==> src/rtl/snoop_bus_ctrl_if.sv <==
// Snoop bus bundle between the bus controller (master) and the caches/memory (slave).
interface snoop_bus_ctrl_if #(
    parameter int unsigned NCACHE = 4
);
    logic [NCACHE-1:0]   req;
    logic [2*NCACHE-1:0] req_type;
    logic [NCACHE-1:0]   gnt;
    logic                BusRd_out;
    logic                BusRdX_out;
    logic                BusUpgr_out;
    logic [NCACHE-1:0]   snoop_vld;
    logic [NCACHE-1:0]   shared_in;
    logic [NCACHE-1:0]   flush_in;
    logic                C_out;
    logic                mem_rd_req;
    logic                mem_wr_req;
    logic                mem_ack;
    logic [NCACHE-1:0]   done;
    logic                err;

    // Controller side
    modport master (
        input  req, req_type, shared_in, flush_in, mem_ack,
        output gnt, BusRd_out, BusRdX_out, BusUpgr_out, snoop_vld,
               C_out, mem_rd_req, mem_wr_req, done, err
    );

    // Cache / memory side
    modport slave (
        output req, req_type, shared_in, flush_in, mem_ack,
        input  gnt, BusRd_out, BusRdX_out, BusUpgr_out, snoop_vld,
               C_out, mem_rd_req, mem_wr_req, done, err
    );
endinterface

==> src/rtl/snoop_bus_ctrl.sv <==
// MESI snoop bus controller: round-robin arbitration, snoop broadcast,
// flush write-back / memory read phase and completion pulse.
module snoop_bus_ctrl #(
    parameter int unsigned NCACHE = 4
) (
    input  logic              clk,
    input  logic              rst,
    snoop_bus_ctrl_if.master  bus
);
    localparam int unsigned RW = (NCACHE > 1) ? $clog2(NCACHE) : 1;

    localparam logic [1:0] T_RD   = 2'b01;
    localparam logic [1:0] T_RDX  = 2'b10;
    localparam logic [1:0] T_UPGR = 2'b11;

    typedef enum logic [2:0] {IDLE, SNOOP, FLUSH_WB, MEM_RD, DONE} state_t;

    state_t          state;
    logic [RW-1:0]   rr;
    logic [RW-1:0]   own;
    logic [1:0]      typ;
    logic            c_cap;

    logic            found_c;
    logic [RW-1:0]   pick_c;
    logic [1:0]      pick_type_c;
    logic [RW-1:0]   idx_c;
    logic [NCACHE-1:0] mflush_c;
    logic            multi_c;

    // Round-robin search for the first eligible requester after rr
    always_comb begin
        found_c     = 1'b0;
        pick_c      = '0;
        pick_type_c = 2'b00;
        idx_c       = '0;
        for (int unsigned k = 1; k <= NCACHE; k++) begin
            idx_c = RW'((32'(rr) + k) % NCACHE);
            if (!found_c && bus.req[idx_c] && (bus.req_type[{idx_c, 1'b0} +: 2] != 2'b00)) begin
                found_c     = 1'b1;
                pick_c      = idx_c;
                pick_type_c = bus.req_type[{idx_c, 1'b0} +: 2];
            end
        end
    end

    // Flush responses from snoopers only (owner's own bits masked out)
    always_comb begin
        mflush_c = bus.flush_in & bus.snoop_vld;
        multi_c  = ($countones(mflush_c) > 1);
    end

    // Transaction FSM with registered outputs
    always_ff @(posedge clk or posedge rst) begin
        if (rst) begin
            state           <= IDLE;
            rr              <= RW'(NCACHE - 1);
            own             <= '0;
            typ             <= 2'b00;
            c_cap           <= 1'b0;
            bus.gnt         <= '0;
            bus.BusRd_out   <= 1'b0;
            bus.BusRdX_out  <= 1'b0;
            bus.BusUpgr_out <= 1'b0;
            bus.snoop_vld   <= '0;
            bus.C_out       <= 1'b0;
            bus.mem_rd_req  <= 1'b0;
            bus.mem_wr_req  <= 1'b0;
            bus.done        <= '0;
            bus.err         <= 1'b0;
        end else begin
            case (state)
                IDLE: begin
                    if (found_c) begin
                        own             <= pick_c;
                        typ             <= pick_type_c;
                        bus.gnt         <= NCACHE'(1) << pick_c;
                        bus.snoop_vld   <= ~(NCACHE'(1) << pick_c);
                        bus.BusRd_out   <= (pick_type_c == T_RD);
                        bus.BusRdX_out  <= (pick_type_c == T_RDX);
                        bus.BusUpgr_out <= (pick_type_c == T_UPGR);
                        state           <= SNOOP;
                    end
                end
                SNOOP: begin
                    bus.BusRd_out   <= 1'b0;
                    bus.BusRdX_out  <= 1'b0;
                    bus.BusUpgr_out <= 1'b0;
                    bus.snoop_vld   <= '0;
                    c_cap <= (|((bus.shared_in | bus.flush_in) & bus.snoop_vld)) && (typ == T_RD);
                    if (typ == T_UPGR) begin
                        bus.done  <= bus.gnt;
                        bus.C_out <= 1'b0;
                        state     <= DONE;
                    end else if (|mflush_c) begin
                        if (multi_c) begin
                            bus.err <= 1'b1;
                        end
                        bus.mem_wr_req <= 1'b1;
                        state          <= FLUSH_WB;
                    end else begin
                        bus.mem_rd_req <= 1'b1;
                        state          <= MEM_RD;
                    end
                end
                FLUSH_WB: begin
                    if (bus.mem_ack) begin
                        bus.mem_wr_req <= 1'b0;
                        bus.done       <= bus.gnt;
                        bus.C_out      <= c_cap;
                        state          <= DONE;
                    end
                end
                MEM_RD: begin
                    if (bus.mem_ack) begin
                        bus.mem_rd_req <= 1'b0;
                        bus.done       <= bus.gnt;
                        bus.C_out      <= c_cap;
                        state          <= DONE;
                    end
                end
                DONE: begin
                    bus.done  <= '0;
                    bus.C_out <= 1'b0;
                    bus.gnt   <= '0;
                    rr        <= own;
                    state     <= IDLE;
                end
                default: state <= IDLE;
            endcase
        end
    end
endmodule

==> src/flat_wrapper.sv <==
// flat-port wrapper written by rule: the top's interface ports become plain ports
module snoop_bus_ctrl_flat 
#(
    parameter int unsigned NCACHE = 4
)
  (clk, rst, bus_req, bus_req_type, bus_shared_in, bus_flush_in, bus_mem_ack, bus_gnt, bus_BusRd_out, bus_BusRdX_out, bus_BusUpgr_out, bus_snoop_vld, bus_C_out, bus_mem_rd_req, bus_mem_wr_req, bus_done, bus_err);
  snoop_bus_ctrl_if #(.NCACHE(NCACHE)) bus_i ();
  input  logic clk;
  input  logic rst;
  input wire logic [$bits(bus_i.req)-1:0] bus_req;
  input wire logic [$bits(bus_i.req_type)-1:0] bus_req_type;
  input wire logic [$bits(bus_i.shared_in)-1:0] bus_shared_in;
  input wire logic [$bits(bus_i.flush_in)-1:0] bus_flush_in;
  input wire logic [$bits(bus_i.mem_ack)-1:0] bus_mem_ack;
  output wire logic [$bits(bus_i.gnt)-1:0] bus_gnt;
  output wire logic [$bits(bus_i.BusRd_out)-1:0] bus_BusRd_out;
  output wire logic [$bits(bus_i.BusRdX_out)-1:0] bus_BusRdX_out;
  output wire logic [$bits(bus_i.BusUpgr_out)-1:0] bus_BusUpgr_out;
  output wire logic [$bits(bus_i.snoop_vld)-1:0] bus_snoop_vld;
  output wire logic [$bits(bus_i.C_out)-1:0] bus_C_out;
  output wire logic [$bits(bus_i.mem_rd_req)-1:0] bus_mem_rd_req;
  output wire logic [$bits(bus_i.mem_wr_req)-1:0] bus_mem_wr_req;
  output wire logic [$bits(bus_i.done)-1:0] bus_done;
  output wire logic [$bits(bus_i.err)-1:0] bus_err;
  assign bus_i.req = bus_req;
  assign bus_i.req_type = bus_req_type;
  assign bus_i.shared_in = bus_shared_in;
  assign bus_i.flush_in = bus_flush_in;
  assign bus_i.mem_ack = bus_mem_ack;
  assign bus_gnt = bus_i.gnt;
  assign bus_BusRd_out = bus_i.BusRd_out;
  assign bus_BusRdX_out = bus_i.BusRdX_out;
  assign bus_BusUpgr_out = bus_i.BusUpgr_out;
  assign bus_snoop_vld = bus_i.snoop_vld;
  assign bus_C_out = bus_i.C_out;
  assign bus_mem_rd_req = bus_i.mem_rd_req;
  assign bus_mem_wr_req = bus_i.mem_wr_req;
  assign bus_done = bus_i.done;
  assign bus_err = bus_i.err;
  snoop_bus_ctrl #(.NCACHE(NCACHE)) u_core (.clk(clk), .rst(rst), .bus(bus_i));
endmodule
==> config.mk <==
export PLATFORM = sky130hd
export DESIGN_NAME = snoop_bus_ctrl_flat
export DESIGN_NICKNAME = d
export VERILOG_FILES = /design/src/rtl/snoop_bus_ctrl_if.sv /design/src/rtl/snoop_bus_ctrl.sv /design/src/flat_wrapper.sv
export SDC_FILE = /design/constraint.sdc
export NUM_CORES = 1
export LEC_CHECK = 0
export CORE_AREA = 3 3 69 71
export CTS_BUF_LIST = sky130_fd_sc_hd__clkbuf_2 sky130_fd_sc_hd__clkbuf_4 sky130_fd_sc_hd__clkbuf_8
export CTS_CLUSTER_DIAMETER = 60
export DETAILED_ROUTE_END_ITERATION = 6
export DIE_AREA = 0 0 72 74
export PLACE_DENSITY = 0.75
export RECOVER_POWER = 25
export SLEW_MARGIN = 0
export SYNTH_ARGS = -nofsm -noshare
export SYNTH_HDL_FRONTEND = slang
export SYNTH_SLANG_ARGS = --single-unit
==> constraint.sdc <==
create_clock -name clk -period 2.17 [get_ports clk]
set_input_delay 0.651 -clock clk [delete_from_list [all_inputs] [get_ports clk]]
set_output_delay 0.651 -clock clk [all_outputs]
set_load 0.005 [all_outputs]
Word level (Yosys, flattened, before mapping)
Cells that the tools add are included.

word-level totals
  output and inout bits = 19
  logic and storage cells = 134
  flip-flop bits (word level) = 29

cells by class
  bitwise operators = 5
  mux-type cells = 48
  equality and inequality tests = 17
  reductions and logical operators = 32
  shift operators = 5
  magnitude comparators = 5
  add/subtract/negate cells = 7

operators by type and width
  operator             number
  $add 32x32->32       1
  $gt 32x2->1 const B  1
  $shiftx 8x4->2       4
  $mux 1               19
  $mux 2               8
  $mux 4               4
  $pmux 4 s2           2
  $reduce_bool 2->1    8
  $lt 2x3->1 const B   4
  $pmux 4 s3           1
  $reduce_and 4->1     3
  $pmux 1 s2           5
  $mux 3               3
  $pmux 3 s3           1
  $and 4x4->4          2
  $bmux 1 s2           4
  $logic_and 1x1->1    8
  $ne 2x1->1 const B   4
  $ne 2x2->1 const B   4
  $reduce_and 2->1     4
  $reduce_or 4->1      2
  $eq 2x2->1 const B   3
  $eq 3x2->1 const B   2
  $add 1x1->2          2
  other kinds (15)     20

Longest topological paths before layout
Gate-level depths: netlist (run 1).

  depth in word-level cells = 21
  mapped depth = 9

Worst setup path before layout (run 1)
OpenSTA, ideal clock, no wires.

  kind = flip-flop to flip-flop
  start point = register u_core.rr[1]
  end point = register u_core.typ[1]
  stages on the path, launching flop included = 8
  data required time = 2051 ps
  data arrival time = 2062 ps
  path slack = -11 ps
  cells stage by stage = dfstp_2 buf_6 mux4_2 o21a_4 nand4b_1 and2_1 buf_6 o21a_1

between the ends
  cells in the longest elaborated chain, start to end = 18
  elaborated cells on any way between the ends = 39

RTL lines
  what                                                 line                                        RTL
  start, declared                                      snoop_bus_ctrl.sv:19                        logic [RW-1:0] rr;
  start signal, assigned                               snoop_bus_ctrl.sv:57                        rr <= RW'(NCACHE - 1);
  start signal, assigned                               snoop_bus_ctrl.sv:126                       rr <= own;
  $add 2x1->2                                          snoop_bus_ctrl.sv:38                        idx_c = RW'((32'(rr) + k) % NCACHE);
  $shiftx 8x4->2 / $bmux 1 s2 (equally long branches)  snoop_bus_ctrl.sv:39, snoop_bus_ctrl.sv:42
  $reduce_bool 2->1 / $mux 1 (equally long branches)   snoop_bus_ctrl.sv:39                        if (!found_c && bus.req[idx_c] && (bus.req_type[{idx_c, 1'b0} +: 2] != 2'b00)) begin
  $logic_and 1x1->1                                    snoop_bus_ctrl.sv:39
  $mux 1                                               snoop_bus_ctrl.sv:39
  $logic_not 1->1                                      snoop_bus_ctrl.sv:39
  $logic_and 1x1->1 (2 in series)                      snoop_bus_ctrl.sv:39
  $mux 1                                               snoop_bus_ctrl.sv:39
  $logic_not 1->1                                      snoop_bus_ctrl.sv:39
  $logic_and 1x1->1 (2 in series)                      snoop_bus_ctrl.sv:39
  $mux 1                                               snoop_bus_ctrl.sv:39
  $logic_not 1->1                                      snoop_bus_ctrl.sv:39
  $logic_and 1x1->1 (2 in series)                      snoop_bus_ctrl.sv:39
  $mux 1                                               snoop_bus_ctrl.sv:39
  $reduce_and 2->1 (no line)                           n/a
  end signal, assigned                                 snoop_bus_ctrl.sv:76                        typ <= pick_type_c;
  end, declared                                        snoop_bus_ctrl.sv:21                        logic [1:0] typ;

Parallel ways exist; a longest one is shown, timed or not. The select of a mux whose other input is x is not followed.
A chain may end at the register's enable or synchronous reset.

Worst setup path in the final report (run 1)
  start point = register u_core.rr[0]
  end point = register u_core.bus.snoop_vld[1]

between the ends
  cells in the longest elaborated chain, start to end = 21
  elaborated cells on any way between the ends = 44

RTL lines
  what                                                 line                     RTL
  $add 2x1->2                                          snoop_bus_ctrl.sv:38
  $shiftx 8x4->2 / $bmux 1 s2 (equally long branches)  snoop_bus_ctrl.sv:39
  $reduce_bool 2->1 / $mux 1 (equally long branches)   snoop_bus_ctrl.sv:39
  $logic_and 1x1->1                                    snoop_bus_ctrl.sv:39
  $mux 1                                               snoop_bus_ctrl.sv:39
  $logic_not 1->1                                      snoop_bus_ctrl.sv:39
  $logic_and 1x1->1 (2 in series)                      snoop_bus_ctrl.sv:39
  $mux 1                                               snoop_bus_ctrl.sv:39
  [3 not listed]                                       n/a
  $mux 1                                               snoop_bus_ctrl.sv:39
  $logic_not 1->1                                      snoop_bus_ctrl.sv:39
  $logic_and 1x1->1 (2 in series)                      snoop_bus_ctrl.sv:39
  $mux 2                                               snoop_bus_ctrl.sv:39
  $shl 1x2->4                                          snoop_bus_ctrl.sv:78     bus.snoop_vld <= ~(NCACHE'(1) << pick_c);
  $not 4->4                                            snoop_bus_ctrl.sv:78
  $mux 4                                               snoop_bus_ctrl.sv:74     if (found_c) begin
  $pmux 4 s2                                           snoop_bus_ctrl.sv:72     case (state)
  end signal, assigned                                 snoop_bus_ctrl.sv:78
  end, declared                                        snoop_bus_ctrl_if.sv:24  output gnt, BusRd_out, BusRdX_out, BusUpgr_out, snoop_vld,

Parallel ways exist; a longest one is shown, timed or not. The select of a mux whose other input is x is not followed.

==> metrics.md, run 1 <==
| Metric | Value |
|---|---|
| Status | finished, violations left |
| Failing checks | setup timing |
| Mapped cell area | 1930 sq um |
| EDFF count, synth | 0 |
| CTS H-tree lvls | 2 |
| Critical Path Sink Type | flip-flop |
| GPL Wtd Cong | approximately 0.8 |
| Max-slew violations | 0 |
| Dominant synthesized flop cell | dfrtp_1 |
| Post-detail-place hpwl | 3470 microns |
| Clock Pin Slew Worst Setup and Hold Paths | 0.07 ns |
| Fillers | around 340 |
| RSZ-0062 raised after global routing | yes |
| Wire length after detailed routing | 4920 microns |
| Via-to-Cell Ratio | between 5 and 6 |
| Tmin final | 2.27 ns |
| CTS root buf | clkbuf_8 |
| Post-Syn Area per Cell | between 10 and 15 sq um |
| Final #Nets | approximately 280 |
| ANT nets after route | 0 |
| Yosys warns | 0 |
| Synthesized instance count | 191 |
| Worst path bufs/invs | 1 |
| Largest net degree at the start of global routing | 30 |
| CP required | about 2.4 ns |
| Reg2reg path depth | 7 |
| DR iter-0 viols | 56 |
| First-pass GRT wire length | slightly below 8000 microns |
| Drt pass-1 iters | 4 |
| Wire length per cell | 16.0 microns |
| Hold Crit Class | reg -> reg |
| Reg-to-reg slack, setup | -0.1 ns |
| Worst IR drop on VDD | 0.000845 V |
| Kind of critical path | reg -> reg |
| Overall Power | 4.58 mW |
| ANT cells | 0 |
| Number of max-cap violations | 0 |
| Routed vias | 1760 |
| Hold Path Stages | 2 |
| Die area | 5330 sq um |
| Chip Height | 74 microns |
| Die span in x | 72 microns |
| Most common cell after layout, fill and taps aside | nand2_1 |
| Startpoint types | flip-flop |
| Commonest non-fill, non-tap cells in the layout | nand2_1 (35), dfrtp_1 (27), clkdlybuf4s50_1 (24) |
| CTS Buf Count | 5 |
| FMAX | about 440 MHz |
| Hold Vio Cnt, Final | 0 |
| CTS Sinks | 29 |
| Final setup margin | -0.0955 ns |
| Max_slew headroom | 0.529 |
| Distinct cells, synth | 49 |
| Worst-margin pin slew | about 0.71 ns |
| Starting Density | 0.450 |
| Hold path startpoint | u_core.c_cap |
| Pre-CTS setup slack | -0.536 ns |
| Cell chain of the critical path | buf_6 > mux4_2 > o21a_4 > a21o_1 > a22oi_1 > or2b_4 > a2bb2oi_1 |
| FFs w/ async S/R, synth | 1.00 |
| Slowest-stage cell, CP | mux4_2 |
| FF+latch count, synth | 29 |
| Max Root-Sink Buffers | 2 |
| Area grow syn2layout | 43.1% |
| Maximum net fanout on the critical path | 5 |
| Period Utilization, post-route | 1.04 |
| Sequential share of the synthesized area | 0.376 |
| R2R Path End | u_core.bus.snoop_vld[1] |
| Total grt overflow | 0 |
| Delay-heaviest family, CP | compound AO/OA/AOI/OAI gates |
| Initial antenna violation count | 0 |
| Pwr/cell area | 1650 nW/um^2 |
| Placed Instances | 289 |
| CP arrival | 2.47 ns |
| Hold EP | u_core.c_cap |
| Worst-Skew Late Latency | 0.29 ns |
| Tot GR Track Use | 0.190 |
| IO Port Bufs | 41 |
| Core area | 4290 sq um |
| I/O pin total | 42 |
| CP max stage delay | ~0.56 ns |
| Leakage power | 1.22 nW |
| Final setup viols | 15 |
| CTS tree | built |
| Vias in the first global route | 1694 |
| Share of layout cells above drive strength 1 | 0.332 |
| Post-Syn Nets | 219 |
| Reg2reg start | u_core.rr[0] |
| Detailed-route DRC error count | 0 |
| Final non-filler cell total | 308 |
| Clock skew | 0.00536 ns |
| Row count | 24 |
-- Yosys cell counts, drive strengths merged (2+ instances only) --
cell type | instances | area, sq um
o21a | 3 | 30.0
o22ai | 6 | 37.5
mux4 | 12 | 285
nor2b | 6 | 37.5
dfstp | 2 | 52.6
inv | 9 | 33.8
a21oi | 4 | 20.0
nand4 | 2 | 12.5
and2 | 2 | 12.5
buf | 6 | 51.3
o21ai | 19 | 110
nor3b | 2 | 15.0
nor2 | 6 | 22.5
ha | 4 | 50.1
nand3 | 4 | 20.0
a2bb2oi | 4 | 47.6
a41oi | 2 | 25.0
dfrtp | 27 | 676
clkbuf | 4 | 15.0
nand4b | 3 | 26.3
mux2 | 2 | 22.5
nand2 | 45 | 174
-- flip-flops by register name, indices dropped and copies added, names as in the netlist --
name and flops:
u_core.typ 2, u_core.bus.gnt 4, u_core.bus.BusRd_out 1, u_core.bus.BusRdX_out 1, u_core.bus.done 4, u_core.rr 2, u_core.state 3, u_core.bus.mem_rd_req 1
u_core.c_cap 1, u_core.bus.err 1, u_core.bus.mem_wr_req 1, u_core.bus.snoop_vld 4, u_core.bus.BusUpgr_out 1, u_core.own 2, u_core.bus.C_out 1
-- report_power, final --
group	switching [mW]	leakage, nW	internal, mW
logic	1.43	0.809	1.58
clock network	0.219	0.0574	0.373
registers	0.203	0.354	0.783
-- stage by stage --
step,setup TNS (ns),cell area (sq um),util,hold WS (ns)
5_1_grt,-2.01,2770,0.645,0.497
3_3_place_gp,-7.71,2470,0.575,0.450
2_1_floorplan,-0.00574,1930,-,0.439
4_1_cts,-0.516,2700,0.629,0.475
6_report,-0.838,2770,0.645,0.475
3_5_place_dp,-8.45,2470,0.575,0.460
-- repair_timing --
action,4_1_cts,5_1_grt
cloned,0,1
hold buffers,0,0
pin swaps,22,10
endpoints found under the setup margin,17,16
buffers inserted,9,1
gates resized for setup,45,10
-- final cells by class --
cell class              count  area, sq um  area share
clock buffers               6         82.6      0.0298
clock inverters             2         37.5      0.0136
inverters                   9         33.8      0.0122
multi-input cells         143         1200       0.434
flip-flops and latches     29          728       0.263
well taps                  52         65.1      0.0235
repair buffers             67          619       0.224
-- how the worst max path moves through the flow --
| stage | start | end | slack (ns) | cells past startpoint |
|---|---|---|---|---|
| 5_1_grt | u_core.rr[0] | u_core.bus.snoop_vld[1] | -0.20 | 8 |
| 6_report | u_core.rr[0] | u_core.bus.snoop_vld[1] | -0.1 | 7 |
| 4_1_cts | u_core.rr[0] | u_core.bus.snoop_vld[0] | -0.07 | 7 |
| 3_3_place_gp | bus_req_type[3] | u_core.bus.gnt[2] | -0.50 | 7 |
| 2_1_floorplan | u_core.rr[1] | u_core.typ[1] | -0.006 | 7 |
| 3_5_place_dp | bus_req_type[5] | u_core.bus.snoop_vld[3] | -0.54 | 7 |
-- per-layer routing --
metal / track usage / up-vias / part of all wire
met5: 0 / - / 0
met2: 0.303 / 53 / 0.50
li1: - / 828 / -
met3: 0.0459 / 20 / 0.045
met4: 0.102 / 0 / 0.034
met1: 0.241 / 859 / 0.42
-- cell families (layout without fill, tap and decap cells) --
logic type               after synthesis  count (layout)  share of synthesized area
AO/OA/AOI/OAI                         48              48                      0.189
flip-flops                            29              29                      0.376
buffers and inverters                 19              84                     0.0517
adder cells (fa/ha/maj)                5               5                     0.0362
AND/OR/NAND/NOR                       76              76                      0.188
multiplexers                          14              14                      0.159
-- tightest hold or removal path: cells and delay by family (launching register included) --
| kind | cells | cell delay, ns |
|---|---|---|
| simple gates | 2 | 0.10 |
| flops | 1 | 0.35 |
Power figures use the tool's default switching activity.
==> run 2: changes to the inputs <==
SKIP_LAST_GASP = 1   (was unset)
clock period = 1.85 ns   (was 2.17 ns; I/O delays follow)
==> run 2 against run 1 <==
Effect of this change: global-route usage shrank 1.4 points; wire length shrank 8.8%; non-clock buffer count grew 2; the run still ends with setup timing left; via count shrank 5.1%; die area is the same; critical path type is now in -> reg; sequential cell count is the same; clock power grew 17%; clock-buffer cell count grew 1; largest power group unchanged; highest routed layer unchanged.
==> metrics.md, run 2 (synthesis results as in run 1) <==
| Metric | Value |
|---|---|
| Number of max-cap violations | 0 (unchanged) |
| ANT nets after route | 0 (unchanged) |
| I/O pin total | 42 (unchanged) |
| GPL Wtd Cong | 0.826 (+3.4%) |
| Wire length per cell | 14.5 microns (-9.4%) |
| Total grt overflow | 0 (unchanged) |
| CP required | 2.02 ns (-0.36 ns) |
| Pre-CTS setup slack | -0.843 ns (-0.308 ns) |
| Critical Path Sink Type | flip-flop |
| Starting Density | 0.450 (unchanged) |
| Worst-margin pin slew | 0.685 ns (-0.0217 ns) |
| Pwr/cell area | 1850 nW/um^2 (+12%) |
| Commonest non-fill, non-tap cells in the layout | nand2_1 (42), clkdlybuf4s50_1 (32), dfrtp_1 (27) |
| Maximum net fanout on the critical path | 7 (+2) |
| Max-slew violations | 0 (unchanged) |
| IO Port Bufs | 41 (unchanged) |
| Die area | 5330 sq um (unchanged) |
| Share of layout cells above drive strength 1 | 0.279 (-0.0530) |
| Clock Pin Slew Worst Setup and Hold Paths | 0.06 ns (about the same) |
| Overall Power | 5.04 mW (+10%) |
| Post-route cell area | 2720 sq um (-1.8%) |
| Final #Nets | 285 (+0.71%) |
| Failing checks | setup timing |
| FMAX | 428 MHz |
| Post-detail-place hpwl | 3380 microns (-2.6%) |
| RSZ-0062 raised after global routing | yes |
| Routed vias | 1671 (-5.1%) |
| DR top layer | met4 |
| Status | finished, violations left |
| Period Utilization, post-route | 1.26 |
| Drt pass-1 iters | 4 (unchanged) |
| Max_slew headroom | 0.543 (+0.0144) |
| Area grow syn2layout | 40.6% |
| Hold Crit Class | reg -> reg |
| Die span in x | 72 microns (unchanged) |
| Final Util | 0.633 (-0.0114) |
| Delay-heaviest family, CP | compound AO/OA/AOI/OAI gates |
| First-pass GRT wire length | 7320 microns (-6.1%) |
| Stages on worst setup path | 7 (unchanged) |
| Setup TNS | -6.78 ns (-5.94 ns) |
| CTS Buf Count | 5 (unchanged) |
| ANT cells | 0 (unchanged) |
| Dpl cell area | 2500 sq um (+1.3%) |
| Max Root-Sink Buffers | 2 (unchanged) |
| Core area | 4290 sq um (unchanged) |
| Kind of critical path | in -> reg |
| Reg2reg path depth | 6 (-1) |
| Hold Vio Cnt, Final | 0 (unchanged) |
| Most common cell after layout, fill and taps aside | nand2_1 |
| Leakage power | 1.20 nW (-1.3%) |
| Chip Height | 74 microns (unchanged) |
| Startpoint types | input port |
| Final setup viols | 16 (+1) |
| WL met2 | 2260 microns (-8.1%) |
| CP max stage delay | 0.55 ns (about the same) |
| Initial antenna violation count | 0 (unchanged) |
| Hold Path Stages | 1 (-1) |
| CTS root buf | clkbuf_8 |
| Clock skew | 0.00444 ns (-0.000915 ns) |
| Regs by FF count | u_core.bus.done x4, u_core.bus.gnt x4, u_core.bus.snoop_vld x4 |
| Largest net degree at the start of global routing | 30 (unchanged) |
| Met3 wire len | 140 microns (-37%) |
| Cell chain of the critical path | clkdlybuf4s50_1 > mux4_2 > o21ai_4 > o22ai_2 > a41oi_2 > o211ai_2 > a2bb2oi_2 |
| CP arrival | 2.51 ns (+0.04 ns) |
| Slowest-stage cell, CP | mux4_2 |
| Worst path bufs/invs | 1 (unchanged) |
| Detailed-route DRC error count | 0 (unchanged) |
| Tmin final | between 2 and 2.5 ns |
| Row count | 24 (unchanged) |
| CTS H-tree lvls | 2 (unchanged) |
| Worst-Skew Late Latency | 0.28 ns (about the same) |
| Via-to-Cell Ratio | 5.39 (-5.7%) |
| CTS Sinks | 29 (unchanged) |
| Tot GR Track Use | 0.176 (-0.0144) |
| Vias in the first global route | 1611 (-4.9%) |
| Worst IR drop on VDD | 0.000956 V (+13%) |
| DR iter-0 viols | 108 (+93%) |
| Wire length after detailed routing | 4480 microns (-8.8%) |
| CTS tree | built |
| Final setup margin | -0.487 ns (-0.391 ns) |
| Wl on met1 | 2060 microns (-0.58%) |
==> run 2: cell count changes in the layout (fill, tap and decap cells not counted), moves of 4 or more <==
cell,before,now
buf_4,18,25
dlygate4sd2_1,16,6
o21ai_2,7,2
nand2_1,35,42
nand2_2,7,3
clkdlybuf4s50_1,24,32
==> run 2: per-stage QoR <==
step,cells,hold WS [ns]
after floorplan,191,0.439
after global placement,295,0.452
after detailed placement,295,0.458
after CTS,306,0.471
after global routing,310,0.497
final,310,0.467
==> run 2: final timing paths <==
| path | startpoint | to | slack (ns) |
|---|---|---|---|
| min in group asynchronous | rst | u_core.bus.err | 0.89 |
| max | bus_req_type[1] | u_core.bus.snoop_vld[0] | -0.49 |
| min reg2reg | u_core.bus.err | u_core.bus.err | 0.47 |
| max in group asynchronous | rst | u_core.state[1] | 0.52 |
| max reg2reg | u_core.rr[0] | u_core.bus.snoop_vld[0] | -0.47 |
| min | u_core.bus.err | u_core.bus.err | 0.47 |
==> run 2: per-layer routing <==
metal,vias to the layer above,track usage
met5,-,0
met4,0,0.0313
met3,3,0.0500
met2,22,0.289
met1,815,0.237
li1,831,-
==> run 2: power by group <==
part           internal, mW  total (mW)  switching [mW]
logic                  1.69        3.20            1.50
clock network         0.453       0.693           0.240
registers             0.927        1.15           0.221
==> run 2: cell type report <==
class                   count  area, sq um
clock buffers               7         90.1
well taps                  52         65.1
multi-input cells         143         1150
flip-flops and latches     29          732
fillers                   332         1570
clock inverters             1         30.0
repair buffers             69          614
inverters                   9         33.8
==> run 2: timing repair <==
| item | CTS | global route |
|---|---|---|
| pin swaps | 18 | 2 |
| setup endpoints to repair | 18 | 23 |
| buffers inserted | 3 | 4 |
| hold buffers | 0 | 0 |
| resized for setup | 20 | 7 |
==> run 3: changes to the inputs <==
PLACE_DENSITY = unset   (was 0.75)
PLACE_DENSITY_LB_ADDON = 0.05   (was unset)
==> run 3 against run 2 <==
Effect of this change: the flow still finishes with violations (setup timing); clock skew grew 0.0031 ns; final cell count shrank 0.32%; sequential share of layout area shrank 0.73 points; wire length grew 8.6%; clock-buffer cell count shrank 2; first-iteration DRC count shrank 19%; critical path depth is the same; utilization grew 1.4 points; critical path type is now reg -> reg; largest power group unchanged; highest routed layer unchanged.
==> metrics.md, run 3 (synthesis results as in run 1) <==
| Metric | Value |
|---|---|
| Worst path bufs/invs | 1 (unchanged) |
| Pwr/cell area | 1920 nW/um^2 (+3.4%) |
| CTS tree | built |
| CTS H-tree lvls | 2 (unchanged) |
| Pre-CTS setup slack | -0.822 ns (+0.0216 ns) |
| Final setup margin | -0.469 ns (+0.0175 ns) |
| Hold Crit Class | reg -> reg |
| Reg-to-reg slack, setup | -0.47 ns (about the same) |
| Fillers | 347 (+4.5%) |
| Leakage power | 1.24 nW (+2.6%) |
| Reg2reg start | u_core.rr[0] |
| Clock skew | 0.00749 ns (+0.00305 ns) |
| Register Area | 728 sq um (-0.51%) |
| Max Root-Sink Buffers | 2 (unchanged) |
| Post-route cell area | 2780 sq um (+2.3%) |
| WHS | 0.481 ns (+0.0141 ns) |
| Drt pass-1 iters | 4 (unchanged) |
| Chip Height | 74 microns (unchanged) |
| Detailed-route DRC error count | 0 (unchanged) |
| Regs by FF count | u_core.bus.done x4, u_core.bus.gnt x4, u_core.bus.snoop_vld x4 |
| Kind of critical path | reg -> reg |
| R2R Path End | u_core.bus.snoop_vld[1] |
| Final non-filler cell total | 309 (-0.32%) |
| CTS root buf | clkbuf_8 |
| Die area | 5330 sq um (unchanged) |
| Worst-Skew Late Latency | 0.29 ns (about the same) |
| ANT cells | 0 (unchanged) |
| Starting Density | 0.450 (unchanged) |
| Vias in the first global route | 1704 (+5.8%) |
| Area of the multi-input gates | 1190 sq um (+3.2%) |
| Initial antenna violation count | 0 (unchanged) |
| CP required | 2.02 ns (about the same) |
| Post-detail-place hpwl | 3680 microns (+8.9%) |
| Clock Pin Slew Worst Setup and Hold Paths | 0.07 ns (about the same) |
| Placed Instances | 292 (-1.0%) |
| CP Launch Point | u_core.rr[0] |
| Dpl cell area | 2490 sq um (-0.40%) |
| Maximum net fanout on the critical path | 7 (unchanged) |
| Die span in x | 72 microns (unchanged) |
| ANT nets after route | 0 (unchanged) |
| DR iter-0 viols | 88 (-19%) |
| Core area | 4290 sq um (unchanged) |
| Status | finished, violations left |
| I/O pin total | 42 (unchanged) |
| Number of max-cap violations | 0 (unchanged) |
| Worst-margin pin slew | 0.717 ns (+0.0320 ns) |
| Wire length per cell | 15.8 microns (+8.9%) |
| Tmin final | 2.32 ns (-0.0175 ns) |
| Post-cts hold buffer count | 0 (unchanged) |
| Max_slew headroom | 0.522 (-0.0213) |
| FMAX | 431 MHz (+0.75%) |
| Final setup viols | 16 (unchanged) |
| RSZ-0062 raised after global routing | yes |
| Critical Path Sink | u_core.bus.snoop_vld[1] |
| Tot GR Track Use | 0.192 (+0.0162) |
| Failing checks | setup timing |
| Critical Path Sink Type | flip-flop |
| First-pass GRT wire length | 7800 microns (+6.6%) |
| Wire length after detailed routing | 4870 microns (+8.6%) |
| Largest net degree at the start of global routing | 30 (unchanged) |
| Startpoint types | flip-flop |
| Most common cell after layout, fill and taps aside | nand2_1 |
| Hold Vio Cnt, Final | 0 (unchanged) |
| Row count | 24 (unchanged) |
| Worst IR drop on VDD | 0.000809 V (-15%) |
| CTS Buf Count | 5 (unchanged) |
| Delay-heaviest family, CP | compound AO/OA/AOI/OAI gates |
| Cell chain of the critical path | buf_6 > mux4_2 > o21ai_4 > o22ai_2 > a41oi_2 > o211ai_2 > a2bb2oi_2 |
| CP arrival | 2.49 ns (-0.02 ns) |
| Routed vias | 1722 (+3.1%) |
| Slowest-stage cell, CP | mux4_2 |
| Reg2reg path depth | 7 (+1) |
| CP max stage delay | 0.55 ns (about the same) |
| CTS Sinks | 29 (unchanged) |
| Max-slew violations | 0 (unchanged) |
| Period Utilization, post-route | 1.25 (-0.00943) |
| Via-to-Cell Ratio | 5.57 (+3.4%) |
| Share of layout cells above drive strength 1 | 0.307 (+0.0283) |
| Total grt overflow | 0 (unchanged) |
| IO Port Bufs | 41 (unchanged) |
| Commonest non-fill, non-tap cells in the layout | nand2_1 (38), dfrtp_1 (27), clkdlybuf4s50_1 (26) |
| Final #Nets | 284 (-0.35%) |
| Stages on worst setup path | 7 (unchanged) |
| Area grow syn2layout | 43.8% |
| GPL Wtd Cong | 0.837 (+1.3%) |
run 3: cell count changes in the layout (fill, tap and decap cells not counted), sizes merged:
| cell | delta |
|---|---|
| clkbuf | -2 |
| buf | -1 |
| clkdlybuf4s15 | +1 |
| dlymetal6s2s | +3 |
| bufinv | +1 |
| clkdlybuf4s50 | -6 |
| dlygate4sd2 | +2 |
| clkinv | +1 |
run 3: how the worst min path moves through the flow:
stage	startpoint	end	slack, ns	cells past startpoint
finish	u_core.bus.done[0]	u_core.bus.done[0]	0.48	2
global route	u_core.bus.done[1]	u_core.bus.done[1]	0.51	2
CTS	u_core.bus.err	u_core.bus.err	0.48	1
detailed placement	u_core.own[0]	u_core.own[0]	0.47	2
global placement	u_core.bus.err	u_core.bus.err	0.45	1
floorplan	u_core.c_cap	u_core.c_cap	0.44	2
run 3: area by class of cell:
type | instances | share of cell area
tap | 52 | 0.0234
inverter | 9 | 0.0121
timing repair buffer | 68 | 0.226
multi-input combinational | 143 | 0.429
clock buffer | 5 | 0.0247
sequential | 29 | 0.262
clock inverter | 3 | 0.0234
run 3: what timing repair did:
action,in CTS,in global routing
hold endpoints to repair,0,0
buffers inserted,5,4
setup endpoints to repair,18,21
resized for setup,25,17
pin swaps,16,8
run 3: stage by stage:
stage / TNS [ns] / power [mW] / util
final: -6.54 / 5.33 / 0.648
after detailed placement: -13.89 / 4.09 / 0.580
after global placement: -12.30 / 4.01 / 0.580
after CTS: -6.46 / 5.12 / 0.628
after floorplan: -4.11 / 3.13 / -
after global routing: -8.17 / 5.71 / 0.648
run 3: worst min-delay path, stage by stage, from the launching register on:
cell and delay [ns]:
dfrtp_1 0.34, nand2_1 0.05, o21ai_0 0.06
run 3: routing by layer:
layer | vias up | routed length (microns) | GRT usage
met5 | - | 0 | 0
met1 | 841 | 1860 | 0.206
li1 | 822 | - | -
met4 | 0 | 127 | 0.0814
met2 | 46 | 2720 | 0.374
met3 | 13 | 166 | 0.0284
run 3: report_power, final:
| group | leakage, nW | internal, mW | switching (mW) |
|---|---|---|---|
| Sequential | 0.354 | 0.918 | 0.201 |
| Combinational | 0.814 | 1.78 | 1.65 |
| Clock | 0.0681 | 0.535 | 0.250 |
==> RTL edit 1 (flow settings as in run 3) <==
The 5 states of `state_t` get a one-hot encoding in 5 bits.
--- a/src/rtl/snoop_bus_ctrl.sv
+++ b/src/rtl/snoop_bus_ctrl.sv
@@ -13,7 +13,7 @@
     localparam logic [1:0] T_RDX  = 2'b10;
     localparam logic [1:0] T_UPGR = 2'b11;
 
-    typedef enum logic [2:0] {IDLE, SNOOP, FLUSH_WB, MEM_RD, DONE} state_t;
+    typedef enum logic [4:0] {IDLE = 5'b00001, SNOOP = 5'b00010, FLUSH_WB = 5'b00100, MEM_RD = 5'b01000, DONE = 5'b10000} state_t;
 
     state_t          state;
     logic [RW-1:0]   rr;
Formal check against the unedited RTL: same outputs for any inputs over 4 cycles, from zero or initial values and one cycle with rst high; so few cycles prove little.
==> RTL edit 1 against run 3 <==
  * The run still ends with setup timing left
  * Synthesized area is 4.4% higher
  * Final area is 9.4% higher
  * Sequential cell count is 2 higher
  * Setup slack worse by 32 ps
  * Total power is 8.2% higher
  * Maximum frequency is 1.4% lower
  * Routed wire length is 11% higher
==> RTL edit 1: results <==
metrics = {
    "finish": {
        "fillers": 326,
        "layout-drive-gt1-share": 0.396,
        "insertedDiodeCount": 0,
    },
    "drt": {
        "vias_per_cell": 5.70,
        "wl_per_cell_um": 16.8,
        "wl_met3_um": 277,
        "drtIter0Drc": 63,
        "drt_pass1_iterations": 4,
        "via_count": 1824,
        "wl_met2_um": 2840,
        "met1_length_um": 2230,
    },
    "sta": {
        "holdWs_ps": 479,
        "setup_violations": 17,
        "fin_skew_ps": 5.43,
        "fin_ws_ps": -502,
        "slew_headroom": 0.471,
        "tns_ps": -7520,
    },
    "pwr": {
        "ir_worst_vdd_v": 0.00107,
        "power_switching_mw": 2.29,
        "power_density_mw_per_mm2": 1900,
        "clkPwrFrac": 0.120,
    },
    "clocking": {
        "cts_resized": 29,
        "clkTransAtPathRegs_ps": 70,
        "cts_setup_buffers": 7,
    },
    "global_routing": {
        "grt_use_total": 0.204,
        "grt_max_degree": 32,
        "grt.met3_usage": 0.0500,
        "met2_usage": 0.354,
        "grt_pass1_wl_um": 8390,
    },
    "placed_design": {
        "port_buffers": 41,
        "hpwl_um": 3680,
        "dp_cells": 299,
        "pre_cts_ws_ps": -828,
    },
    "setup_path": {
        "worstReg2RegStart": "u_core.rr[1]$_DFFE_PP1P_",
        "arrival_ps": 2510,
        "crit_fanout": 5,
        "r2r_end": "u_core.bus.gnt[2]$_DFFE_PP0P_",
        "critPathSlowestCell": "dfstp_2",
    },
    "yosys": {
        "ys_top_cells_by_area": "dfrtp_1 (35%), mux4_2 (13%), nand2_1 (5.4%), dfstp_2 (3.9%), mux2_2 (3.3%)",
        "synth_cell_types": 48,
        "synth_nets": 215,
        "ys_top_cells_by_count": "nand2_1 (29), dfrtp_1 (28), mux4_2 (12), o21ai_0 (12), inv_1 (10)",
        "synth-seq-area-share": 0.386,
        "synth.avg_cell_area_um2": 10.8,
    },
    "run_status": {
        "violations": "setup timing",
        "status": "finished with violations",
    },
    "hold_path": {
        "whs_path_depth": 1,
        "holdPathEnd": "u_core.bus.err$_DFFE_PP0P_",
    },
}
[RTL edit 1: changes by cell type after synthesis, sizes merged, moves of 4 or more]
| cell | change |
|---|---|
| mux2 | +4 |
| nand3b | +4 |
| nor2b | -5 |
| nand2 | -16 |
[RTL edit 1: cell families after synthesis]
family	synth area share
fa+ha+maj	0.0347
xor+xnor	0.00434
compound gates	0.203
buf+inv	0.0458
flops	0.386
mux	0.172
simple gates	0.154
[RTL edit 1: worst reg2reg max path, stage by stage (launching register included)]
cell	delay, ps
dfstp_2	560
buf_12	120
mux4_2	560
o21ai_4	240
nor2_1	80
a31o_2	250
nand2b_4	180
a22o_1	250
[RTL edit 1: final cells by class]
class | count | area, µm² | share of cell area
timing repair buffer | 80 | 737 | 0.242
sequential | 31 | 779 | 0.256
multi-input combinational | 138 | 1300 | 0.428
inverter | 11 | 41.3 | 0.0136
clock inverter | 2 | 35.0 | 0.0115
clock buffer | 6 | 82.6 | 0.0271
tap | 52 | 65.1 | 0.0214
==> RTL edit 2 (config.mk and constraints of run 3) <==
Made on the original files. `NCACHE` is set to 4 in 3 places; all go to 2.
--- a/src/rtl/snoop_bus_ctrl_if.sv
+++ b/src/rtl/snoop_bus_ctrl_if.sv
@@ -1,6 +1,6 @@
 // Snoop bus bundle between the bus controller (master) and the caches/memory (slave).
 interface snoop_bus_ctrl_if #(
-    parameter int unsigned NCACHE = 4
+    parameter int unsigned NCACHE = 2
 );
     logic [NCACHE-1:0]   req;
     logic [2*NCACHE-1:0] req_type;
--- a/src/rtl/snoop_bus_ctrl.sv
+++ b/src/rtl/snoop_bus_ctrl.sv
@@ -1,7 +1,7 @@
 // MESI snoop bus controller: round-robin arbitration, snoop broadcast,
 // flush write-back / memory read phase and completion pulse.
 module snoop_bus_ctrl #(
-    parameter int unsigned NCACHE = 4
+    parameter int unsigned NCACHE = 2
 ) (
     input  logic              clk,
     input  logic              rst,
--- a/src/flat_wrapper.sv
+++ b/src/flat_wrapper.sv
@@ -1,7 +1,7 @@
 // flat-port wrapper written by rule: the top's interface ports become plain ports
 module snoop_bus_ctrl_flat 
 #(
-    parameter int unsigned NCACHE = 4
+    parameter int unsigned NCACHE = 2
 )
   (clk, rst, bus_req, bus_req_type, bus_shared_in, bus_flush_in, bus_mem_ack, bus_gnt, bus_BusRd_out, bus_BusRdX_out, bus_BusUpgr_out, bus_snoop_vld, bus_C_out, bus_mem_rd_req, bus_mem_wr_req, bus_done, bus_err);
   snoop_bus_ctrl_if #(.NCACHE(NCACHE)) bus_i ();
Interface: changed (7 resized); port bits go from 42 to 26. No check against the original RTL was run, so the function may have changed too.
==> RTL edit 2 against run 3 <==
  * Final area is 45% lower
  * Routed wire length down 47%
  * Core utilization fell by 29 points
  * Sequential cell count is 8 lower
  * Setup slack better by 560 ps
  * Largest power group unchanged
  * Final cell count is 35% lower
  * Total power fell by 59%
  * Count of clock-buffer cells in the layout down 1
  * Critical endpoint is now u_core.typ[0]$_DFFE_PP0P_
  * Global-route usage shrank 8.2 points
  * Synthesized area decreased by 46%
  * First-iteration DRC count decreased by 53%
==> RTL edit 2: results <==
metrics = {
    "run_status": {
        "status": "finished clean",
    },
    "clocking": {
        "htree_levels": 1,
        "clk_latency_ps": 260,
    },
    "global_routing": {
        "grt_max_degree": 15,
        "grt_pass1_wl_um": 4460,
    },
    "setup_path": {
        "arrival_ps": 1910,
        "r2r_end": "u_core.bus.BusUpgr_out$_DFFE_PP0P_",
        "critPathLaunchType": "input port",
        "critPathSlowestCell": "clkdlybuf4s50_1",
        "reg2reg_depth": 5,
        "crit_fanout": 6,
    },
    "yosys": {
        "synth_cell_types": 35,
        "synth-seq-area-share": 0.504,
        "synth_compound_area_frac": 0.231,
        "ys_top_cells_by_area": "dfrtp_1 (48%), nand2_1 (5.7%), o21ai_0 (3.8%), mux2_2 (3.2%), mux2i_1 (2.9%)",
        "synthMuxAreaShare": 0.0610,
        "synth_nets": 116,
        "ys_top_cells_by_count": "dfrtp_1 (20), nand2_1 (16), o21ai_0 (8)",
    },
    "placed_design": {
        "port_buffers": 25,
        "globalplace.congestion": 0.926,
        "hpwl_um": 2110,
        "dp_cells": 196,
    },
    "finish": {
        "seqCellArea_um2": 527,
        "multi_input_comb_cells": 75,
        "fillers": 474,
        "nets": 162,
        "non_clock_buffer_area_share": 0.246,
        "inverters_excl_clock": 6,
        "buffers": 42,
    },
    "drt": {
        "drtIter0Drc": 41,
        "routed_wl_um": 2590,
    },
    "sta": {
        "fin_skew_ps": 7.10,
        "worst_pin_slew_ps": 391,
    },
    "pwr": {
        "ir_worst_vdd_v": 0.000443,
    },
    "hold_path": {
        "hold_start": "u_core.own$_DFFE_PP0P_",
    },
}
## RTL edit 2: cell types whose count changed after synthesis, moves of 4 or more
cell,before,now
mux4_1,4,0
mux4_2,8,0
clkbuf_1,4,0
o22ai_1,6,1
ha_1,4,0
dfrtp_1,27,20
nand2_1,43,16
o21ai_0,15,8
nor2b_1,6,2
## RTL edit 2: power groups by stage
stage	logic (mW)	clock network, mW	registers, mW
6_report	1.04	0.315	0.852
5_1_grt	1.16	0.357	0.889
4_1_cts	1.07	0.339	0.861
3_5_place_dp	1.06	0	0.869
3_3_place_gp	1.06	0	0.860
2_1_floorplan	0.592	0	0.818
## RTL edit 2: layer usage
metal,GRT usage,share of wire,routed length [µm],vias up
met5,0,0,0,-
met4,0.0543,0.023,59,0
met3,0.0216,0.033,86,6
met2,0.171,0.47,1230,17
met1,0.147,0.47,1220,446
li1,-,-,-,463
## RTL edit 2: worst max path at each step
| stage | from | endpoint | slack [ps] |
|---|---|---|---|
| 2_1_floorplan | bus_req_type[3] | u_core.bus.BusRd_out$_DFFE_PP0P_ | 430 |
| 3_3_place_gp | bus_req_type[1] | u_core.bus.snoop_vld[0]$_DFFE_PP0P_ | -170 |
| 3_5_place_dp | bus_req[1] | u_core.typ[0]$_DFFE_PP0P_ | -190 |
| 4_1_cts | u_core.bus.snoop_vld[1]$_DFFE_PP0P_ | bus_snoop_vld[1] | 80 |
| 5_1_grt | bus_req[0] | u_core.bus.snoop_vld[0]$_DFFE_PP0P_ | 30 |
| 6_report | bus_req[1] | u_core.typ[0]$_DFFE_PP0P_ | 90 |
## RTL edit 2: kinds of logic after synthesis
kind of cell | Yosys count
flip-flops | 21
multiplexers | 6
AND/OR/NAND/NOR | 35
AO/OA/AOI/OAI | 34
buffers and inverters | 7
